--- src/rtl/seq_coef_mult_pkg.sv ---
// Shared types, default parameters and coefficient-table lookup for seq_coef_mult.
package seq_coef_mult_pkg;

  typedef enum logic [1:0] {
    IDLE = 2'd0,
    CALC = 2'd1,
    OUT  = 2'd2
  } state_t;

  localparam int          DEF_DW    = 8;
  localparam int          DEF_CW    = 4;
  localparam int          DEF_NCOEF = 4;
  localparam int          DEF_NBANK = 2;
  localparam logic [31:0] DEF_COEFS = 32'hF642_8731;

  // Upper bounds for the generic lookup below; tables wider than MAX_TBL bits
  // or coefficients wider than MAX_CW bits are not supported.
  localparam int MAX_TBL = 1024;
  localparam int MAX_CW  = 32;

  // Extract entry [bank][idx] from a packed table whose entries are cw bits
  // wide and laid out at bit offset (bank*ncoef+idx)*cw.
  function automatic logic [MAX_CW-1:0] coef_at(
    input logic [MAX_TBL-1:0] coefs,
    input int                 bank,
    input int                 idx,
    input int                 ncoef,
    input int                 cw
  );
    logic [MAX_TBL-1:0] shifted;
    logic [MAX_CW-1:0]  mask;
    shifted = coefs >> ((bank * ncoef + idx) * cw);
    mask    = (MAX_CW'(1) << cw) - MAX_CW'(1);
    return shifted[MAX_CW-1:0] & mask;
  endfunction

endpackage

--- src/rtl/serial_shift_add.sv ---
// Serial shift-add multiplier: one coefficient bit per cycle, CW cycles per product.
module serial_shift_add
  import seq_coef_mult_pkg::*;
#(
  parameter  int DW  = DEF_DW,
  parameter  int CW  = DEF_CW,
  localparam int OW  = DW + CW,
  localparam int CBW = (CW > 1) ? $clog2(CW) : 1
) (
  input  logic          clk,
  input  logic          rst,
  input  logic          start,
  input  logic [DW-1:0] sample,
  input  logic [CW-1:0] coef,
  output logic          done,
  output logic [OW-1:0] product
);

  logic [DW-1:0]  sample_reg;
  logic [OW-1:0]  acc_reg;
  logic [CBW-1:0] bit_reg;
  logic           run_reg;
  logic           last_bit;
  logic [OW-1:0]  addend;

  assign last_bit = (bit_reg == CBW'(CW - 1));
  assign addend   = OW'(sample_reg) << bit_reg;
  // done marks the cycle whose edge performs the final add
  assign done     = run_reg && last_bit;
  assign product  = acc_reg;

  // start clears the accumulator and latches the sample; every running cycle
  // conditionally adds the shifted sample, never skipping zero bits
  always_ff @(posedge clk) begin
    if (rst) begin
      sample_reg <= '0;
      acc_reg    <= '0;
      bit_reg    <= '0;
      run_reg    <= 1'b0;
    end else if (start) begin
      sample_reg <= sample;
      acc_reg    <= '0;
      bit_reg    <= '0;
      run_reg    <= 1'b1;
    end else if (run_reg) begin
      if (coef[bit_reg]) begin
        acc_reg <= acc_reg + addend;
      end
      if (last_bit) begin
        run_reg <= 1'b0;
      end else begin
        bit_reg <= bit_reg + CBW'(1);
      end
    end
  end

endmodule

--- src/rtl/seq_coef_mult.sv ---
// Sequential multiply-by-coefficient-bank: one sample in, NCOEF products out.
module seq_coef_mult
  import seq_coef_mult_pkg::*;
#(
  parameter  int                          DW    = DEF_DW,
  parameter  int                          CW    = DEF_CW,
  parameter  int                          NCOEF = DEF_NCOEF,
  parameter  int                          NBANK = DEF_NBANK,
  parameter  logic [NBANK*NCOEF*CW-1:0]   COEFS = DEF_COEFS,
  localparam int                          OW    = DW + CW,
  localparam int                          IW    = (NCOEF > 1) ? $clog2(NCOEF) : 1,
  localparam int                          BW    = (NBANK > 1) ? $clog2(NBANK) : 1
) (
  input  logic          clk,
  input  logic          rst,
  input  logic          in_valid,
  output logic          in_ready,
  input  logic [DW-1:0] in_data,
  input  logic [BW-1:0] in_bank,
  output logic          out_valid,
  input  logic          out_ready,
  output logic [OW-1:0] out_data,
  output logic [IW-1:0] out_idx,
  output logic          out_last,
  output logic          busy
);

  state_t            state_reg, state_next;
  logic [IW-1:0]     idx_reg;
  logic [BW-1:0]     bank_reg;
  logic [DW-1:0]     sample_reg;
  logic              accept;
  logic              advance;
  logic              start;
  logic              done;
  logic              last;
  logic [BW-1:0]     bank_sel;
  logic [DW-1:0]     engine_sample;
  logic [MAX_CW-1:0] coef_full;
  logic [CW-1:0]     coef;
  logic [OW-1:0]     product;

  // Out-of-range bank requests fall back to bank 0
  assign bank_sel      = (int'(in_bank) >= NBANK) ? '0 : in_bank;
  assign last          = (idx_reg == IW'(NCOEF - 1));
  // On accept the engine takes the incoming sample directly; later products reuse the latched one
  assign engine_sample = accept ? in_data : sample_reg;
  assign coef_full     = coef_at(MAX_TBL'(COEFS), int'(bank_reg), int'(idx_reg), NCOEF, CW);
  assign coef          = coef_full[CW-1:0];

  assign in_ready  = (state_reg == IDLE);
  assign out_valid = (state_reg == OUT);
  assign out_last  = (state_reg == OUT) && last;
  assign out_idx   = idx_reg;
  assign out_data  = product;
  assign busy      = (state_reg != IDLE);

  // State register
  always_ff @(posedge clk) begin
    if (rst) begin
      state_reg <= IDLE;
    end else begin
      state_reg <= state_next;
    end
  end

  // Next-state logic and engine start/sequencing strobes
  always_comb begin
    state_next = state_reg;
    accept     = 1'b0;
    advance    = 1'b0;
    start      = 1'b0;
    case (state_reg)
      IDLE: begin
        if (in_valid) begin
          accept     = 1'b1;
          start      = 1'b1;
          state_next = CALC;
        end
      end
      CALC: begin
        if (done) begin
          state_next = OUT;
        end
      end
      OUT: begin
        if (out_ready) begin
          if (last) begin
            state_next = IDLE;
          end else begin
            advance    = 1'b1;
            start      = 1'b1;
            state_next = CALC;
          end
        end
      end
      default: state_next = IDLE;
    endcase
  end

  // Sample, bank and coefficient index sequencing
  always_ff @(posedge clk) begin
    if (rst) begin
      idx_reg    <= '0;
      bank_reg   <= '0;
      sample_reg <= '0;
    end else if (accept) begin
      idx_reg    <= '0;
      bank_reg   <= bank_sel;
      sample_reg <= in_data;
    end else if (advance) begin
      idx_reg    <= idx_reg + IW'(1);
    end
  end

  serial_shift_add #(
    .DW(DW),
    .CW(CW)
  ) u_engine (
    .clk    (clk),
    .rst    (rst),
    .start  (start),
    .sample (engine_sample),
    .coef   (coef),
    .done   (done),
    .product(product)
  );

endmodule

--- config.mk ---
export PLATFORM = sky130hd
export DESIGN_NAME = seq_coef_mult
export DESIGN_NICKNAME = d
export VERILOG_FILES = /design/src/rtl/seq_coef_mult_pkg.sv /design/src/rtl/serial_shift_add.sv /design/src/rtl/seq_coef_mult.sv
export SDC_FILE = /design/constraint.sdc
export NUM_CORES = 1
export LEC_CHECK = 0
export CAP_MARGIN = 20
export CORE_MARGIN = 2
export CORE_UTILIZATION = 45
export CTS_CLUSTER_SIZE = 20
export DETAILED_ROUTE_END_ITERATION = 8
export PLACE_DENSITY = 0.76
export SLEW_MARGIN = 25
export SYNTH_ARGS = -nofsm -noshare
export SYNTH_HDL_FRONTEND = slang
export SYNTH_SLANG_ARGS = --single-unit
--- constraint.sdc ---
create_clock -name clk -period 9 [get_ports clk]
set_input_delay 1.35 -clock clk [delete_from_list [all_inputs] [get_ports clk]]
set_output_delay 1.35 -clock clk [all_outputs]
set_load 0.1 [all_outputs]
# ---- After elaboration in Yosys (flattened, before gate mapping)
# Index checks and enable logic that the tools add are counted.
dict set report word_totals {
  ff_bits 36
  in_bits 13
  out_inout_bits 18
  word_cells 49
}
dict set report classes {
  addsub 4
  n_lt_le_gt_ge 1
  n_eq_ne 7
  n_shift 2
  muxes 17
  n_bitwise 1
  n_reduce_logical 9
}
# operator n
set ops {}
lappend ops {{right shift 32 x 6 -> 4 bit (first input constant)} 1}
lappend ops {{adder 12 bit} 1}
lappend ops {{left shift 8 x 2 -> 12 bit} 1}
lappend ops {{two-way mux 1 bit} 10}
lappend ops {{two-way mux 8 bit} 1}
lappend ops {{equality test 2 bit (second input constant)} 3}
lappend ops {{two-way mux 2 bit} 3}
lappend ops {{one-hot mux 2 bit (3 select lines)} 1}
lappend ops {{adder 2 x 1 -> 2 bit (second input constant)} 2}
lappend ops {{adder 3 x 2 -> 4 bit} 1}
lappend ops {{!= test 2 bit (second input constant)} 2}
lappend ops {{AND reduction 2 bit} 2}
lappend ops {{OR reduction 2 bit} 2}
lappend ops {{< comparator 2 x 3 -> 1 bit (second input constant)} 1}
lappend ops {{AND reduction 3 bit} 1}
lappend ops {{binary-select mux 1 bit (select 2 bit)} 1}
lappend ops {{equality test 2 x 1 -> 1 bit (second input constant)} 1}
lappend ops {{logical AND 1 bit} 2}
lappend ops {{zero test 2 bit} 1}
lappend ops {{!= test 2 x 1 -> 1 bit (second input constant)} 1}
lappend ops {{one-hot mux 1 bit (2 select lines)} 1}
lappend ops {{nonzero test 2 bit} 1}
lappend ops {{NOT 1 bit} 1}

# ---- Depth between registers and ports, before layout
# Gate-level depths: netlist (run 1).
dict set report depth {
  depth_word 5
  ltp_mapped 10
  ltp_nobuf 9
}

# ---- Hierarchy
# A second synthesis (run 1) with hierarchy kept.
dict set report unflattened {
  cells_unflattened 233
  hier_area_um2 2220.9
}
# module n_inst cells_per_inst area_each_um2 seq_area_each_um2
set modules_own_cells {}
lappend modules_own_cells {serial_shift_add 1 173 1562.7 460.4}
lappend modules_own_cells {seq_coef_mult 1 60 658.1 260.2}

# ---- Least setup slack after synthesis (run 1)
# OpenSTA, ideal clock, no wires.
dict set report synth_timing {
  path_kind {flip-flop to output port}
  start {reg state_reg[1]}
  end {out busy}
  arrival_time_ns 2.619
  required_ns 7.650
  setup_slack_ns 5.031
  stages_incl_launch_ff 3
  path_buffers 0
  path_cell_list {dfxtp_1 -> nor2_1 -> inv_1}
}
dict set report synth_between {
  elab_chain_len 1
}
# element line_no
set synth_lines {}
lappend synth_lines {{from (decl)} seq_coef_mult.sv:28} ;# state_t state_reg, state_next;
lappend synth_lines {{from (signal assigned)} seq_coef_mult.sv:63} ;# state_reg <= state_next;
lappend synth_lines {{nonzero test 2 bit} seq_coef_mult.sv:56} ;# assign busy = (state_reg != IDLE);
lappend synth_lines {{to (decl)} seq_coef_mult.sv:25} ;# output logic busy
# Every way passes these cells.

# ---- Final worst setup path (run 1)
dict set report layout_timing {
  start {reg idx_reg[0], in the netlist out_idx[0]}
  end {out out_last}
}
dict set report layout_between {
  elab_chain_len 2
}
# element line_no
set layout_lines {}
lappend layout_lines {{from (decl)} seq_coef_mult.sv:29} ;# logic [IW-1:0] idx_reg;
lappend layout_lines {{from (signal assigned)} seq_coef_mult.sv:112} ;# idx_reg <= idx_reg + IW'(1);
lappend layout_lines {{equality test 2 bit} seq_coef_mult.sv:45} ;# assign last = (idx_reg == IW'(NCOEF - 1));
lappend layout_lines {{logical AND 1 bit} seq_coef_mult.sv:53} ;# assign out_last = (state_reg == OUT) && last;
lappend layout_lines {{to (decl)} seq_coef_mult.sv:24} ;# output logic out_last,
# Every way passes these cells.

==> results of run 1 <==
-- final timing paths --
kind,from,to,cells past startpoint
worst max-delay path,out_idx[0],out_last,3
worst max register to register,u_engine.bit_reg[0],u_engine.product[10],7
worst min register to register,sample_reg[5],sample_reg[5],2
worst min-delay path,sample_reg[5],sample_reg[5],2
-- final cells by class --
cell class	instances	area, um2	share of cell area, %
clock buffer	5	68.82	2.555
multi-input combinational	214	1459	54.16
timing repair buffer	30	300.3	11.15
clock inverter	3	42.54	1.579
inverter	5	18.77	0.6967
tap	67	83.83	3.112
sequential	36	720.7	26.75
-- routing by layer --
metal	part of all wire [%]	up-vias	track usage, %	routed length [um]
met5	0	-	0	0
met4	0.52	0	4.563	24
met3	6.6	2	4.016	306
met2	45	59	29.89	2086
met1	48	870	25.17	2222
li1	-	1013	-	-
-- power breakdown --
group / total (mW) / switching, mW / leakage [nW] / internal (mW)
clock network: 0.144 / 0.0617 / 0.0541 / 0.0820
registers: 0.174 / 0.00796 / 0.294 / 0.166
logic: 0.0685 / 0.0422 / 0.700 / 0.0263
total: 0.386 / 0.112 / 1.05 / 0.274
-- cells by family after synthesis --
family	after synthesis
compound gates	76
xor+xnor	8
fa+ha+maj	16
buf+inv	18
flops	36
mux	20
simple gates	94
-- worst reg2reg max path, stage by stage, from the launching register on --
cell      delay [ns]
dfxtp_1         0.86
mux4_2          0.59
ha_1            0.40
and3_1          0.22
a221oi_4        0.36
nor3_2          0.07
o41a_1          0.40
a311oi_2        0.23
-- cells in the final DEF (no fill, tap or decap), types with 2 or more instances in the layout --
master | netlist | layout
inv_1 | 5 | 5
nand2_1 | 38 | 38
o21ai_0 | 12 | 12
mux2i_1 | 9 | 9
nand3_1 | 11 | 11
a21o_1 | 4 | 4
nor2b_1 | 5 | 5
mux2_2 | 9 | 9
and3_1 | 4 | 4
ha_1 | 15 | 15
clkbuf_8 | 0 | 5
and2_1 | 2 | 2
nor3_1 | 6 | 6
mux4_2 | 2 | 2
a21oi_1 | 35 | 35
o21a_1 | 2 | 2
xnor2_1 | 6 | 6
o22ai_1 | 2 | 2
nand3b_1 | 2 | 2
xor2_1 | 2 | 2
nor2_1 | 17 | 17
dfxtp_1 | 36 | 36
clkdlybuf4s50_1 | 0 | 30
a211oi_1 | 5 | 5
o21bai_1 | 2 | 2
==> impl_metrics.ini, run 1 <==
[run_status]
run_status = complete, no violations

[timing]
tightest_slew_ns = 0.9692
relSlewSlack_pct = 35.19
finClkSkew_ns = 0.004401
fin_hold_ws_ns = 0.4529
setup_tns_ns = 0
drv_slew = 0
max_freq_mhz = 271.7
min_period_over_period_pct = 40.89
worst_slack_ns = 5.320
hold_violations = 0
min_period_ns = 3.680
rsz0062_at_grt = false
setup-violations-final = 0

[floorplanning]
rows = 25
die_area_mm2 = 0.005596
ioPinCount = 31
die_y_um = 74.81
fp.coreArea_mm2 = 0.004786
die_w_um = 74.81
start_util_pct = 47.14

[global_route]
grt_pass1_wl_mm = 7.983
grt_use_total_pct = 18.44
gr-total-overflow = 0
grt_pass1_vias = 1747
antenna_found_initial = 0
grt_start_max_net_pins = 26

[synthesis]
seq_area_frac_synth_pct = 31.95
synth_simple_gate_area_share_pct = 19.97
synth_adder_area_share_pct = 9.207
yosysTopAreaCell = dfxtp_1
synth_compound_area_share_pct = 21.91
synth_top_family_by_area = compound AO/OA/AOI/OAI gates
synthXorXnorAreaFrac_pct = 3.106
syn-instance-count = 268
dominantRegCellSynth = dfxtp_1
netlist_top_cells_area = dfxtp_1, ha_1, a21oi_1
synth_edf_count = 0
synth_most_common_cell = nand2_1
synthMuxAreaShare_pct = 10.48
synth-seq-cells = 36
yosys_warnings = 0
syn_avg_cell_area_um2 = 8.418
synthTopCellsByCount = nand2_1, dfxtp_1, a21oi_1, nor2_1, ha_1
synth_nets = 297
synthArstFlopShare_pct = 0
synthDominantCellAreaShare_pct = 31.95
yosysUniqueCellTypes = 51
synth_area_mm2 = 0.002256

[setup_path]
critical-path-top-delay-family = buffers and inverters
crit_required_ns = 7.65
path_buf_inv = 1
r2r_setup_slack_ns = 5.78
path_cells = ha_1 -> and2_1 -> clkdlybuf4s50_1
critical_path.endpoint_type = primary output
slowest_stage = clkdlybuf4s50_1
crit_path_max_incr_delay_ns = 1.12
startpoint_type = flip-flop
cp_max_fo = 6
crit_type = reg2out
crit_arrival_ns = 2.33

[routing]
totalWireLength_mm = 4.640
vias_per_cell = 5.400
antenna_left = 0
drtPass1Iterations = 4
drtIter0Drc = 139
wl_per_cell_um = 12.89
drcViolationCount = 0
vias = 1944

[placement]
io_buffer_count = 30
place_inst = 352
dpl_cell_area_mm2 = 0.002582
place_hpwl_mm = 3.346
place_ws_ns = 5.651
gp_congestion = 0.7980

[cells_and_area]
num_antenna_cells = 0
largest_register_ff_count = 12
nets = 321
final_util_pct = 56.29
fillCellCount = 449
fin_area_mm2 = 0.002694
layout-drive-gt1-share_pct = 9.215
area_growth_pct = 19.41
layout.cells.non_filler = 360

[clock_network]
cts_buffer_depth = 2
cts-buffers-inserted = 5
tritoncts_num_sinks = 36
cts_repair_resize_count = 0
postCtsHoldBufs = 0
cts_tree = yes
clk_latency_ns = 0.29
cts_setup_buffers = 0
htree_num_levels = 2
clkTransAtPathRegs_ns = 0.07
cts_root_buf = clkbuf_8

[pwr]
powerDensity_mw_per_mm2 = 143.4
power_uw = 386.2
p_leak_nw = 1.048
ir_worst_vdd_uv = 93.30

[job]
max-cap-violations = 0

[hold_path]
min_path_type = reg2reg
No activity file was read; power rests on OpenSTA's default activity.
==> inputs of run 2 (changes only) <==
==> constraint.sdc (replaced) <==
create_clock -name clk -period 3.7 [get_ports clk]
set_input_delay 0.555 -clock clk [delete_from_list [all_inputs] [get_ports clk]]
set_output_delay 0.555 -clock clk [all_outputs]
set_load 0.1 [all_outputs]
==> run 2 against run 1 <==
  * Global-route usage grew 0.31 points
  * Total power rose by 140%
  * Combinational power grew to 2.5 times the previous value
  * Clock power rose by 140%
  * Utilization rose by 0.34 points
  * Highest routed layer unchanged
==> impl_metrics.ini, run 2 (synthesized netlist as in run 1, its figures left out) <==
[setup_path]
crit_type = reg2reg
crit_path_max_incr_delay_ns = 0.72
crit_required_ns = 3.91
path_cells = mux4_2 -> ha_1 -> a21o_1 -> a221oi_4 -> nor3_2 -> o41a_1 -> a311oi_2
crit_arrival_ns = 3.08
path_buf_inv = 0
critical-path-top-delay-family = compound AO/OA/AOI/OAI gates
slowest_stage = dfxtp_1
cp_max_fo = 19
critical_path.endpoint_type = flip-flop
startpoint_type = flip-flop

[cells_and_area]
area_growth_pct = 20.13
layout.cells.non_filler = 363
layout_commonest_cell = nand2_1
largest_register_ff_count = 12
nets = 324
final_util_pct = 56.63
num_antenna_cells = 0
layout-drive-gt1-share_pct = 10.14
fillCellCount = 420
most-common-layout-cells = nand2_1, dfxtp_1, a21oi_1

[global_route]
gr-total-overflow = 0
grt_pass1_wl_mm = 8.031
antenna_found_initial = 0
grt_pass1_vias = 1767
grt_start_max_net_pins = 26
grt_use_total_pct = 18.75

[placement]
gp_congestion = 0.8486
place_inst = 355
io_buffer_count = 30
place_hpwl_mm = 3.453

[clock_network]
cts_root_buf = clkbuf_8
cts_setup_buffers = 0
tritoncts_num_sinks = 36
cts_buffer_depth = 2
clk_latency_ns = 0.29
htree_num_levels = 2
cts_tree = yes
cts-buffers-inserted = 5
clkTransAtPathRegs_ns = 0.08
cts_repair_resize_count = 0
postCtsHoldBufs = 0

[routing]
vias_per_cell = 5.433
vias = 1972
drtIter0Drc = 174
drcViolationCount = 0
totalWireLength_mm = 4.832
wl_per_cell_um = 13.31
antenna_left = 0
drtPass1Iterations = 4

[floorplanning]
die_w_um = 74.81
start_util_pct = 47.14
die_area_mm2 = 0.005596
fp.coreArea_mm2 = 0.004786
rows = 25
die_y_um = 74.81
ioPinCount = 31

[timing]
drv_slew = 0
rsz0062_at_grt = false
tightest_slew_ns = 0.9684
min_period_over_period_pct = 77.55
relSlewSlack_pct = 35.24
hold_violations = 0
max_freq_mhz = 348.5
min_period_ns = 2.869
finClkSkew_ns = 0.006944
setup-violations-final = 0
setup_tns_ns = 0

[pwr]
power_uw = 942.6
ir_worst_vdd_uv = 232.8
p_leak_nw = 1.067
powerDensity_mw_per_mm2 = 347.8

[job]
max-cap-violations = 0

[run_status]
run_status = complete, no violations

[hold_path]
min_path_type = reg2reg
run 2: cell types whose count changed in the layout (fill, tap and decap cells not counted), sizes merged:
cell | previous run | this run
buf | 0 | 4
clkbuf | 5 | 6
clkdlybuf4s50 | 30 | 29
clkinvlp | 1 | 0
run 2: layer usage:
metal,GRT usage (%),vias up,wire [um]
li1,-,1015,-
met1,25.83,907,2408
met2,28.42,43,2127
met3,4.953,7,232
met4,6.746,0,63
met5,0,-,0
run 2: layout make-up:
type / instances / area [um2] / area share [%]
Multi-Input combinational cell: 214 / 1459 / 53.83
Inverter: 5 / 18.77 / 0.6925
Clock buffer: 6 / 72.57 / 2.678
Sequential cell: 36 / 720.7 / 26.59
Clock inverter: 2 / 35.03 / 1.293
Tap cell: 67 / 83.83 / 3.093
Timing Repair Buffer: 33 / 320.3 / 11.82
run 2: per-stage QoR:
stage	instance area (um2)	hold WS, ns	worst slack (ns)
finish	2710	0.4537	0.8305
global route	2710	0.4741	0.6471
CTS	2710	0.4572	0.8284
floorplan	2256	0.4329	0.5263
global placement	2603	0.4413	0.9224
detailed placement	2603	0.4446	0.8655
run 2: worst reg2reg max path, stage by stage, from the launching register on:
cell and delay [ns]:
dfxtp_1 0.72, mux4_2 0.40, ha_1 0.35, a21o_1 0.24
a221oi_4 0.40, nor3_2 0.06, o41a_1 0.39, a311oi_2 0.23
run 2: worst paths after layout:
path                  startpoint              endpoint  slack (ns)  cells past startpoint
min reg2reg        sample_reg[0]         sample_reg[0]        0.45                      2
max reg2reg  u_engine.bit_reg[1]  u_engine.product[10]        0.83                      7
max          u_engine.bit_reg[1]  u_engine.product[10]        0.83                      7
min                sample_reg[0]         sample_reg[0]        0.45                      2
run 2: where the power goes:
group,internal [mW],switching (mW)
combinational,0.0656,0.108
sequential,0.404,0.0161
clock,0.200,0.149
total,0.670,0.273
